--- config.mk ---
export PLATFORM = sky130hd
export DESIGN_NAME = memory_access
export DESIGN_NICKNAME = d
export VERILOG_FILES = /design/src/rtl/mips_pkg.sv /design/src/rtl/load_align.sv /design/src/rtl/memory_access.sv
export SDC_FILE = /design/constraint.sdc
export NUM_CORES = 1
export LEC_CHECK = 0
export ABC_AREA = 1
export BUFFER_PORTS_ARGS = -buffer_cell sky130_fd_sc_hd__clkbuf_2
export CORE_MARGIN = 2
export CORE_UTILIZATION = 35
export CTS_BUF_LIST = sky130_fd_sc_hd__clkbuf_8 sky130_fd_sc_hd__clkbuf_16
export CTS_CLUSTER_SIZE = 24
export DETAILED_ROUTE_END_ITERATION = 8
export GPL_ROUTABILITY_DRIVEN = 1
export GPL_TIMING_DRIVEN = 1
export PLACE_DENSITY = 0.61
export SLEW_MARGIN = 5
export SYNTH_ARGS = -nofsm -noshare
export SYNTH_HDL_FRONTEND = slang
export SYNTH_SLANG_ARGS = --single-unit
--- constraint.sdc ---
create_clock -name clk -period 8.5 [get_ports clk]
set_clock_uncertainty 0.15 [all_clocks]
set_input_delay 0 -clock clk [delete_from_list [all_inputs] [get_ports clk]]
set_output_delay 0 -clock clk [all_outputs]
set_load 0.1 [all_outputs]
--- src/rtl/mips_pkg.sv ---
// Shared encodings for the load/store stage: access sizes, completion codes,
// FSM states and the byte-lane helpers used when driving the memory bus.
package mips_pkg;

  typedef enum logic [1:0] {
    SZ_BYTE    = 2'b00,
    SZ_HALF    = 2'b01,
    SZ_WORD    = 2'b10,
    SZ_ILLEGAL = 2'b11
  } sizeT;

  typedef enum logic [1:0] {
    ERR_NONE     = 2'b00,
    ERR_MISALIGN = 2'b01,
    ERR_ILLEGAL  = 2'b10,
    ERR_TIMEOUT  = 2'b11
  } errT;

  typedef enum logic [1:0] {
    IDLE   = 2'b00,
    ACCESS = 2'b01,
    DONE   = 2'b10
  } stateT;

  // Little-endian byte enables for an access of size sz at byte offset a.
  function automatic logic [3:0] laneEnable(input logic [1:0] sz, input logic [1:0] a);
    case (sz)
      SZ_BYTE: return 4'b0001 << a;
      SZ_HALF: return 4'b0011 << a;
      default: return 4'b1111;
    endcase
  endfunction

  // Store data replicated across all lanes so the byte enables pick the target.
  function automatic logic [31:0] storeLanes(input logic [1:0] sz, input logic [31:0] sd);
    case (sz)
      SZ_BYTE: return {4{sd[7:0]}};
      SZ_HALF: return {2{sd[15:0]}};
      default: return sd;
    endcase
  endfunction

endpackage

--- src/rtl/load_align.sv ---
// Selects the addressed lane of a read word and sign- or zero-extends it.
module load_align
  import mips_pkg::*;
(
  input  logic [31:0] rData,
  input  logic [1:0]  addrLo,
  input  logic [1:0]  size,
  input  logic        unsignedLoad,
  output logic [31:0] data
);

  logic [31:0] shifted;

  // Shift the addressed lane down to bit 0, then extend to 32 bits.
  always_comb begin
    shifted = rData >> {addrLo, 3'b000};
    data    = rData;
    case (size)
      SZ_BYTE: data = unsignedLoad ? {24'h000000, shifted[7:0]}
                                   : {{24{shifted[7]}}, shifted[7:0]};
      SZ_HALF: data = unsignedLoad ? {16'h0000, shifted[15:0]}
                                   : {{16{shifted[15]}}, shifted[15:0]};
      default: data = rData;
    endcase
  end

endmodule

--- src/rtl/memory_access.sv ---
// MEM stage: validates a load/store command, runs one memory handshake with a
// bounded wait, aligns load data into the MDR and reports a completion code.
module memory_access
  import mips_pkg::*;
#(
  parameter int unsigned TIMEOUT_CYCLES = 255
) (
  input  logic        clk,
  input  logic        reset,
  input  logic        start,
  input  logic        MemRead,
  input  logic        MemWrite,
  input  logic [1:0]  size,
  input  logic        unsignedLoad,
  input  logic [31:0] ALUResult,
  input  logic [31:0] storeData,
  output logic        memReq,
  output logic        memWE,
  output logic [31:0] memAddr,
  output logic [3:0]  memBE,
  output logic [31:0] memWData,
  input  logic        memAck,
  input  logic [31:0] memRData,
  output logic [31:0] readData,
  output logic [31:0] ALUOut,
  output logic        done,
  output logic        busy,
  output logic [1:0]  errCode
);

  localparam int unsigned CW = (TIMEOUT_CYCLES < 2) ? 1 : $clog2(TIMEOUT_CYCLES);
  localparam logic [CW-1:0] LAST_WAIT = CW'(TIMEOUT_CYCLES - 1);

  stateT         state, nextState;
  errT           nextErr;
  logic          opRead, opWrite, loadUns;
  logic [1:0]    sizeR;
  logic [31:0]   sdR;
  logic [CW-1:0] waitCnt;
  logic [31:0]   loadValue;
  logic          misaligned;

  load_align uAlign (
    .rData       (memRData),
    .addrLo      (ALUOut[1:0]),
    .size        (sizeR),
    .unsignedLoad(loadUns),
    .data        (loadValue)
  );

  // State register.
  always_ff @(posedge clk or posedge reset) begin
    if (reset) state <= IDLE;
    else       state <= nextState;
  end

  // Next state and completion code; command checks use the live inputs in IDLE.
  always_comb begin
    nextState  = state;
    nextErr    = ERR_NONE;
    misaligned = (size == SZ_HALF && ALUResult[0]) ||
                 (size == SZ_WORD && ALUResult[1:0] != 2'b00);
    case (state)
      IDLE: begin
        if (start) begin
          if (!MemRead && !MemWrite) begin
            nextState = DONE;
          end else if ((MemRead && MemWrite) || size == SZ_ILLEGAL) begin
            nextState = DONE;
            nextErr   = ERR_ILLEGAL;
          end else if (misaligned) begin
            nextState = DONE;
            nextErr   = ERR_MISALIGN;
          end else begin
            nextState = ACCESS;
          end
        end
      end
      ACCESS: begin
        if (memAck) begin
          nextState = DONE;
        end else if (waitCnt == LAST_WAIT) begin
          nextState = DONE;
          nextErr   = ERR_TIMEOUT;
        end
      end
      DONE:    nextState = IDLE;
      default: nextState = IDLE;
    endcase
  end

  // Command latch, wait counter, MDR and completion code.
  always_ff @(posedge clk or posedge reset) begin
    if (reset) begin
      ALUOut   <= '0;
      opRead   <= 1'b0;
      opWrite  <= 1'b0;
      loadUns  <= 1'b0;
      sizeR    <= '0;
      sdR      <= '0;
      waitCnt  <= '0;
      readData <= '0;
      errCode  <= '0;
    end else begin
      if (state == IDLE && start) begin
        ALUOut  <= ALUResult;
        opRead  <= MemRead;
        opWrite <= MemWrite;
        loadUns <= unsignedLoad;
        sizeR   <= size;
        sdR     <= storeData;
      end
      if (state == ACCESS) waitCnt <= waitCnt + 1'b1;
      else                 waitCnt <= '0;
      if (state == ACCESS && memAck && opRead) readData <= loadValue;
      if (state != DONE && nextState == DONE) errCode <= nextErr;
    end
  end

  // Bus and status outputs derive from the state so reset removes them at once.
  always_comb begin
    memReq   = (state == ACCESS);
    memWE    = memReq && opWrite;
    memBE    = memReq ? laneEnable(sizeR, ALUOut[1:0]) : '0;
    memAddr  = {ALUOut[31:2], 2'b00};
    memWData = storeLanes(sizeR, sdR);
    done     = (state == DONE);
    busy     = (state != IDLE);
  end

endmodule

==> run summary, run 1 <==
The flow ran to the end, and the final reports show no timing, DRC or antenna violations. The most instantiated library cell after synthesis is nand2_1. The distinct cell type count of the synthesized netlist came out at 32. The number of global-route vias before repair came out at around 5900. The synthesized design spends more area on one cell type than any other, namely dfrtp_1. The share of Yosys cell area claimed by the top area cell type came out at a little under half. The deepest level of the CTS H-tree is 4.

The final-report max-slew violation count was 0. The vertical die dimension came out at 135 um. Sequential elements use 47.1% of the synthesized area. The number of filler instances in the final layout is about 1600. The overall die area came out at approximately 18000 um^2. The final-layout worst hold slack came out at approximately 0.025 ns. The kind of launch point of the worst setup path is a flip-flop. The number of antenna violations at the first check in global routing came to 0. The final critical path time including I/O delays and setup is between 3 and 4 ns.

The commonest cells after synthesis are nand2_1, dfrtp_1, inv_1. From synthesis to final layout, the design area changed by 46.0%. The routed wire length on met3 came out at approximately 1200 um. The final total negative setup slack is 0 ns.

The number of buffers created by CTS is 17. Setup repair after global routing left no endpoint under its margin. The count of endpoints failing hold in the final timing report came out at 0. The die width is approximately 130 um.

Using the TritonRoute via totals, the vias-per-cell ratio works out to 4.59. The total of flip-flops plus latches after synthesis is about 110. The clock net in this run drives a total of around 110 sinks. The starting density of the core is between 30% and 40%.

The largest stage delay on the critical path came out at approximately 0.77 ns. The synthesized area divided by synthesized cell count came out at 7.81 um^2. The iteration-0 DRC count of the detailed router came out at 420. The number of top-level pins is between 200 and 250. The largest fanout on the critical path is 80. The maximum buffer depth of the clock tree is 2. The maximum number of pins on one net before global-route repair is 81. The uppermost signal routing layer after detailed routing is met4. The area of the mapped netlist came out at approximately 6000 um^2. The sequential cell area in the final layout came out at around 2800 um^2.

The clock reaches the later pin of the worst-skew pair after around 0.4 ns. In this run the standard cell core region covers 16600 um^2. The root buffer cell is clkbuf_16. Timing analysis after detailed placement gives a worst setup slack of about 5.3 ns. The class of the most critical setup path is flip-flop to flip-flop. The total of endpoints with negative setup slack in the final report came out at 0. The remaining max-slew budget at the tightest pin is just under 30%.

The number of max-capacitance violations reported is 0. The wire length of the first global-routing pass is 29300 um. The total congestion overflow after global routing came out at 0. The per-cell routed wire length came out at 14.2 um. STA classifies the critical path endpoint as a flip-flop. The slew of the pin with the lowest slew margin came out at between 1 and 1.5 ns. The warning count from the yosys run is 0. The met2 wirelength from detailed routing came out at about 9000 um.

Across all setup checks in the final design, the least slack found is about 5.3 ns. TritonCTS built the clock tree. Input and output buffers added on the ports amount to 240. The total wire length after detailed routing came out at about 18000 um.

The number of placement rows came out at 47. The detailed-routing iteration count for the pre-antenna-repair pass came out at 5. The multi-input combinational cell area is between 2000 and 2500 um^2. The portion of the clock cycle consumed by the worst path in the final layout came out at about 37%. STA puts the critical path data arrival time at 3.33 ns.

Tracing the worst setup path back leads to its startpoint at state[1]. Derived from the worst setup path, the maximum achievable clock frequency is roughly 310 MHz. In this run the critical register-to-register path is launched from state[1]. The fraction of layout cells with a size suffix above 1 came out at between 30% and 40%. After synthesis, the cell types taking the most area are dfrtp_1, nand2_1, buf_4, inv_1, nand3_1. Global routing used a little over 20% of the available tracks. The critical-path cell with the highest stage delay is nand3_2. The number of nets in the finished design is around 1200.

The path class of the tightest hold or removal check is input pin to asynchronous set/reset pin. The count of flip-flops with a built-in enable after synthesis is 0. Detailed placement finished with a half-perimeter wire length of ~12000 um.

Traced cell by cell, the critical path runs through inv_1 > nand3_2 > inv_2 > buf_4 > nand2_1 > nand3_1 > nand3b_1. The length of routed wiring on met1 came out at approximately 7800 um. The number of antenna cells inserted is 0. Buffers added to address setup during post-CTS repair amount to 0.

The clock-pin transition on the worst setup and hold timing paths is approximately 0.060 ns. The leading register cell type out of synthesis is dfrtp_1. At the end of routability-driven placement, the weighted congestion stood at about 0.86. The required time reported for the critical path endpoint came out at 8.65 ns. Synthesis produced 768 cells. The DRC violation count after routing is 0. The share of async-settable or async-resettable flops after synthesis came out at 100%. The count of antenna-violating nets left after detailed routing came out at 0.

The total vias in the final route came out at roughly 6000.
-- routing by layer --
| metal | up-vias | global-route usage (%) |
|---|---|---|
| li1 | 2980 | - |
| met1 | 2735 | 25.8 |
| met2 | 235 | 34.4 |
| met3 | 37 | 4.17 |
| met4 | 0 | 8.83 |
| met5 | - | 0 |
-- flip-flops by register name, indices dropped and copies added, names as in the netlist --
register	count
ALUOut	32
readData	32
sdR	32
waitCnt	8
errCode	2
sizeR	2
state	2
loadUns	1
opRead	1
opWrite	1
-- cell type report --
| type | count | area share, % |
|---|---|---|
| tap | 220 | 3.14 |
| clock inverter | 11 | 1.59 |
| timing repair buffer | 359 | 27.3 |
| inverter | 70 | 3.03 |
| multi-input combinational | 510 | 27.4 |
| clock buffer | 20 | 5.33 |
| sequential | 113 | 32.3 |
-- stage by stage --
stage	utilization (%)	area (um^2)	std cells
CTS	52.6	8760	1303
finish	52.6	8760	1303
detailed placement	42.0	6980	1155
global placement	42.0	6980	1155
floorplan	-	6000	769
global route	52.6	8760	1303
-- placed cells by master (no fill, tap or decap), types with 5 or more instances in the layout --
master,netlist,layout
clkbuf_16,0,17
inv_1,60,60
a21oi_2,20,20
nor2_1,20,20
or2_2,18,18
o21ai_0,43,43
or2_1,5,5
inv_2,9,10
dfrtp_1,113,112
clkbuf_2,0,240
o221ai_1,7,7
o211ai_1,8,8
nand2_1,297,297
o21ai_1,14,14
a21oi_1,13,13
dlygate4sd3_1,0,117
nand3_1,43,43
-- worst max-delay path: cells and delay by family, from the launching register on --
family / cells / cell delay [ns]
buffers and inverters: 3 / 1.35
flip-flops: 1 / 0.40
AND/OR/NAND/NOR: 4 / 1.15
-- kinds of logic after synthesis --
family	after synthesis	synth area share, %
other	1	0.0625
adder cells (fa/ha/maj)	2	0.417
flip-flops	113	47.1
AO/OA/AOI/OAI	106	10.9
buffers and inverters	146	13.0
AND/OR/NAND/NOR	400	28.5
-- worst paths after layout --
| path | endpoint | slack [ns] | cells past startpoint |
|---|---|---|---|
| min reg2reg | sdR[17] | 0.33 | 2 |
| min in group clk | ALUOut[12] | 0.16 | 4 |
| min | ALUOut[16] | 0.03 | 3 |
| max | errCode[1] | 5.32 | 7 |
| max reg2reg | errCode[1] | 5.32 | 7 |
| max in group asynchronous | sizeR[1] | 6.83 | 4 |
-- repair_timing --
item,4_1_cts,5_1_grt
endpoints found under the hold margin,145,0
hold buffers,117,0
endpoints found under the setup margin,0,0
resized for setup,0,0
Power of run 1 is left out: the tool's default activity adds up to more than one toggle a clock period on the data nets, which glitch-free logic cannot reach.
==> run 2: changes to the inputs <==
==> constraint.sdc (replaced) <==
create_clock -name clk -period 3 [get_ports clk]
set_clock_uncertainty 0.15 [all_clocks]
set_input_delay 0 -clock clk [delete_from_list [all_inputs] [get_ports clk]]
set_output_delay 0 -clock clk [all_outputs]
set_load 0.1 [all_outputs]
==> run 2 against run 1 <==
- via count up 0.15%
- critical path depth did not move
- sequential cell count did not move
- worst setup slack lost 5.2 ns
- critical path type unchanged
- utilization grew 0.80 points
- non-clock buffer count grew 10
- maximum frequency increased by 12%
- critical endpoint is now readData[5]
- wire length down 1.1%
- largest cell class unchanged
- global-route usage is 0.097 points higher
- cell area increased by 1.5%
==> run summary, run 2 (synthesis gave the netlist of run 1 again) <==
The total of endpoints with negative setup slack in the final report is 0. The sequential cell area in the final layout came out at between 2000 and 3000 um^2. Traced cell by cell, the critical path runs through inv_2 > o21ai_1 > inv_2 > o211ai_1 > dlygate4sd3_1 > nand2_1 > dlygate4sd3_1. The number of buffers created by CTS came out at 17. Derived from the worst setup path, the maximum achievable clock frequency is 353 MHz. STA classifies the critical path endpoint as a flip-flop. The detailed-routing iteration count for the pre-antenna-repair pass is 5.

Setup repair after global routing left no endpoint under its margin. In this run the remaining antenna-violating nets after routing total 0. For this block, the initial DRC count from the detailed router was about 370. For this design, the slowest cell found on the critical path is dfrtp_2. The worst register-to-register path has a setup slack of 0.16 ns. The congestion estimate from routability-driven global placement came to 0.874. The number of nets in the finished design came out at 1188. For this run, design rule violations remaining after detail routing come to 0. After detailed routing, the average wire length per cell comes to between 10 and 15 um. The maximum buffer depth of the clock tree is 2. Of all nets on the critical path, the largest fanout is 22.

The largest registers in the layout are ALUOut (32), readData (32), sdR (32). The total wire length after detailed routing is between 15000 and 20000 um. The initial utilization of the core area, before any placement, comes to 36.0%. The library cell used most frequently in the layout, excluding fill and tap cells, is nand2_1. The overall die area came out at roughly 18000 um^2. The number of sinks driven by the clock tree came out at ~110. The clock reaches the later pin of the worst-skew pair after a little over 0.4 ns.

The number of top-level pins came out at between 200 and 250. The run finished with clean final reports. The detailed-route vias per instance is between 4 and 5.

The deepest level of the CTS H-tree is 4. The first global-routing pass estimated 29400 um of wire. The multi-input combinational cell area came out at 2400 um^2.

The final critical path time including I/O delays and setup came out at roughly 2.8 ns. The detailed placement HPWL is 12200 um. The combined global-route utilization of all metal layers is about a fifth. The die width came out at 135 um. The number of placement rows came out at 47. The clock-pin transition on the worst setup and hold timing paths is roughly 0.050 ns. The total congestion overflow after global routing came out at 0. The final-report max-slew violation count was 0.

The largest stage delay on the critical path came out at between 0.5 and 0.6 ns. The fraction of layout cells with a size suffix above 1 is between 30% and 40%. The worst setup path is launched from a flip-flop. The count of input and output buffers came out at 240. The die is 135 um tall.

The total vias in the final route is roughly 6000. Entering global routing, the biggest net connects ~110 pins. Once the clock tree was built, the setup fixing pass inserted 0 buffers. The portion of the clock cycle consumed by the worst path in the final layout is 94.6%. The tree is rooted in a clkbuf_16.

TritonCTS built the clock tree. The number of antenna cells inserted came out at 0. The area growth from synthesis to layout is 48.2%. The number of global-route vias before repair came out at roughly 5800. The final standard cell utilization of the core came out at between 50% and 60%. The number of antenna violations at the first check in global routing was 0. The tightest min-delay check is of the input pin to flip-flop type. The required time reported for the critical path endpoint came out at ~3.1 ns. The slew of the pin with the lowest slew margin is 0.708 ns. The endpoint arrival time on the critical path is around 3.0 ns.

The number of max-capacitance violations reported came out at 0. The remaining max-slew budget at the tightest pin came out at between 50% and 60%. The critical path in this run is classified as flip-flop to flip-flop. The region available for standard cell placement spans between 15000 and 20000 um^2.

The number of filler instances in the final layout is approximately 1500. The count of endpoints failing hold in the final timing report is 0. In the layout the commonest cells are nand2_1, clkbuf_2, dlygate4sd3_1, dfrtp_1, inv_1.
## run 2: worst max-delay path, delay by kind of cell, from the launching register on
kind / cells / cell delay, ns
buf+inv: 4 / 1.51
simple gates: 1 / 0.05
flops: 1 / 0.59
compound gates: 2 / 0.41
## run 2: cell type report
class	instances	area share, %
clock inverters	12	1.86
multi-input cells	510	27.0
repair buffers	369	28.1
clock buffers	19	5.09
flip-flops and latches	113	31.8
inverters	70	3.01
well taps	220	3.10
## run 2: what timing repair did
item	4_1_cts	5_1_grt
endpoints found under the setup margin	0	4
hold buffers	123	0
hold endpoints to repair	218	0
gates resized for setup	0	1
## run 2: routing by layer
metal | share of wire, % | wire length (um) | vias up | global-route usage [%]
met5 | 0 | 0 | - | 0
met4 | 2.1 | 389 | 0 | 7.89
met3 | 5.9 | 1070 | 30 | 4.69
met2 | 49 | 8920 | 226 | 33.3
met1 | 43 | 7870 | 2745 | 27.1
li1 | - | - | 2995 | -
## run 2: path summary, 6_finish.rpt
| check | startpoint | to | cells past startpoint |
|---|---|---|---|
| max | sizeR[1] | readData[5] | 7 |
| min | start | opWrite | 5 |
| max reg2reg | sizeR[1] | readData[5] | 7 |
| min reg2reg | readData[8] | readData[8] | 2 |
| max in group asynchronous | reset | readData[4] | 4 |
| min in group asynchronous | reset | sdR[25] | 4 |
## run 2: per-stage QoR
stage               hold slack [ns]  cell area (um^2)  std cells  setup TNS (ns)  worst slack [ns]
finish                       0.0242              8890       1313               0             0.163
global route                 0.0639              8890       1313               0            0.0233
CTS                          0.0332              8890       1313               0             0.164
detailed placement           0.0465              7040       1159               0             0.821
global placement             0.0457              7040       1159               0             0.825
floorplan                   -0.0404              6010        769          -0.238            -0.119
Power of run 2 is left out for the same reason.
==> run 3: changes to the inputs <==
--- a/config.mk
+++ b/config.mk
@@ -7,14 +7,16 @@
 export LEC_CHECK = 0
 export ABC_AREA = 1
 export BUFFER_PORTS_ARGS = -buffer_cell sky130_fd_sc_hd__clkbuf_2
+export CELL_PAD_IN_SITES_DETAIL_PLACEMENT = 1
+export CELL_PAD_IN_SITES_GLOBAL_PLACEMENT = 1
 export CORE_MARGIN = 2
-export CORE_UTILIZATION = 35
+export CORE_UTILIZATION = 34
 export CTS_BUF_LIST = sky130_fd_sc_hd__clkbuf_8 sky130_fd_sc_hd__clkbuf_16
 export CTS_CLUSTER_SIZE = 24
 export DETAILED_ROUTE_END_ITERATION = 8
 export GPL_ROUTABILITY_DRIVEN = 1
 export GPL_TIMING_DRIVEN = 1
-export PLACE_DENSITY = 0.61
+export PLACE_DENSITY = 0.85
 export SLEW_MARGIN = 5
 export SYNTH_ARGS = -nofsm -noshare
 export SYNTH_HDL_FRONTEND = slang
==> run 3 against run 2 <==
- utilization down 2.1 points
- count of clock-buffer cells in the layout unchanged
- highest routed layer unchanged
- worst setup slack improved by 0.020 ns
- cell area is 0.17% lower
- first-iteration DRC count decreased by 1.9%
- worst hold slack worse by 0.0056 ns
- critical path depth down 1
- register-to-register slack gained 0.02 ns
- sequential share of layout area increased by 0.054 points
- maximum frequency up 0.70%
==> run summary, run 3 (synthesis gave the netlist of run 1 again) <==
The flow ran to the end, and the final reports show no timing, DRC or antenna violations. The maximum buffer depth of the clock tree came out at 2. Together, buffers and inverters on the worst path number 2. The number of buffers created by CTS came out at 17. The count of input and output buffers came out at 240. The total of endpoints with negative setup slack in the final report came out at 0.

The setup slack on the worst flop-to-flop path came out at 0.18 ns. The overall die area came out at ~19000 um^2. The largest registers in the layout are ALUOut (32), readData (32), sdR (32).

The worst reg2reg path endpoint is readData[10]. The remaining max-slew budget at the tightest pin is about half. The library cells used most frequently in the layout, excluding fill and tap cells, are nand2_1, clkbuf_2, dlygate4sd3_1, dfrtp_1, inv_1. The total vias in the final route is between 6000 and 7000. The wire length of the first global-routing pass came out at 36500 um. The number of nets in the finished design is 1182. The largest stage delay on the critical path came out at a little under 0.6 ns. The floorplan step set the die width to ~140 um. The maximum number of pins on one net before global-route repair is between 90 and 100. The count of endpoints failing hold in the final timing report is 0. The deepest level of the CTS H-tree came out at 4.

The number of global-route vias before repair was slightly below 7000. The kind of cell with the highest combined delay along the critical path is simple AND/OR/NAND/NOR gates. Clock latency on the worst-skew pair, taken at its later pin, is ~0.41 ns.

The most critical setup path has its endpoint at readData[10]. STA puts the critical path data arrival time at roughly 3.0 ns. The worst setup path is captured at a flip-flop. The placer's final routability congestion estimate came out at ~0.89. The post-synthesis to final-layout area growth came out at 48.0%. The layout has around 2100 filler cells.

The clock-pin transition on the worst setup and hold timing paths came out at 0.06 ns. For the worst setup path, the data required time is between 3 and 4 ns. The DRC violation count after routing is 0.

The total wire length after detailed routing came out at 23700 um. In this run the remaining antenna-violating nets after routing total 0. The final standard cell utilization of the core is about half. The total non-filler cell area in the finished layout came out at about 9000 um^2. Dividing the detail-routed via count by the number of cells gives approximately 4.9. The tool flagged a number of max-cap violations equal to 0. The final critical path time including I/O delays and setup is 2.82 ns. The class of the most critical setup path is flip-flop to flip-flop.

The library cell used most frequently in the layout, excluding fill and tap cells, is nand2_1. The number of cell instances on the worst register-to-register path is 6. The total core area is approximately 17000 um^2.

The per-cell routed wire length came out at around 18 um. The number of placement rows is 48. The portion of the clock cycle consumed by the worst path in the final layout came out at a little over nine tenths. The vertical die dimension came out at about 140 um. The fraction of layout cells with a size suffix above 1 came out at around a third. The largest fanout on the critical path is 24. The final-report max-slew violation count is 0. The number of sinks driven by the clock tree came out at ~110. Once layout is complete, the cells apart from fillers number around 1300. The number of top-level pins came out at 243.

The starting density of the core is a little over a third. The combined global-route utilization of all metal layers is about 25%. The launch point of the worst reg-to-reg path is sizeR[1]. The placed standard-cell area is just over 7000 um^2. Detailed placement finished with a half-perimeter wire length of 14400 um. On the critical path, the stage with the largest delay is an instance of nand3_2. The iteration-0 DRC count of the detailed router is ~370. The most critical setup path has its startpoint at sizeR[1].

Traced cell by cell, the critical path runs through nor2_2 > nand3_2 > nand3_1 > dlygate4sd3_1 > nand2_1 > inv_1. The total congestion overflow after global routing came out at 0. The logic depth of the worst setup path including buffers is 6. The clock tree from TritonCTS is done. The path class of the lowest-slack min-delay path is input pin to asynchronous set/reset pin. STA classifies the critical path startpoint as a flip-flop.

The root buffer cell is clkbuf_16. Setup repair after global routing left no endpoint under its margin. The number of antenna violations at the first check in global routing came out at 0. The slew of the pin with the lowest slew margin came out at between 0.7 and 0.8 ns. The number of placed cells counting well taps is about 1200. The detailed-routing iteration count for the pre-antenna-repair pass is 4. Based on the critical path, the design can be clocked at up to between 300 and 400 MHz.
run 3: final cells by class:
type / count / area [um^2] / share of cell area (%)
sequential: 113 / 2830 / 31.9
timing repair buffer: 363 / 2440 / 27.5
multi-input combinational: 510 / 2400 / 27.0
clock buffer: 19 / 453 / 5.10
tap: 225 / 282 / 3.17
inverter: 70 / 267 / 3.00
clock inverter: 13 / 208 / 2.34
antenna: 1 / 2.50 / 0.0282
run 3: worst min path at each step:
stage | from | depth (start not counted) | slack [ns] | to
floorplan | ALUResult[10] | 2 | -0.04 | ALUOut[10]
global placement | reset | 2 | -0.1 | sdR[10]
detailed placement | reset | 2 | -0.09 | sdR[9]
CTS | reset | 3 | 0.03 | sdR[1]
global route | reset | 3 | 0.05 | sdR[1]
finish | reset | 3 | 0.02 | sdR[1]
run 3: metal layers:
| metal | GRT usage (%) | share of wire, % | vias up |
|---|---|---|---|
| met5 | 0 | 0 | - |
| met4 | 10.9 | 3.0 | 0 |
| met3 | 5.37 | 4.9 | 54 |
| met2 | 46.2 | 52 | 243 |
| met1 | 28.7 | 40 | 3091 |
| li1 | - | - | 2990 |
run 3: timing repair:
item	CTS	global route
gates resized for setup	0	0
buffers inserted	0	0
hold buffers	115	0
hold endpoints to repair	194	0
setup endpoints to repair	0	0
run 3: per-stage QoR:
stage | setup TNS [ns] | worst slack, ns | hold slack (ns)
after floorplan | -0.238 | -0.119 | -0.0404
after global placement | 0 | 0.865 | -0.0991
after detailed placement | 0 | 0.737 | -0.0929
after CTS | 0 | 0.239 | 0.0297
after global routing | 0 | 0.00443 | 0.0531
final | 0 | 0.183 | 0.0187
run 3: worst reg2reg max path, delay by kind of cell (launching register included):
kind | cells | cell delay, ns
DFF | 1 | 0.55
and+or+nand+nor | 4 | 1.44
buffers and inverters | 2 | 0.63
Power of run 3 is left out for the same reason.
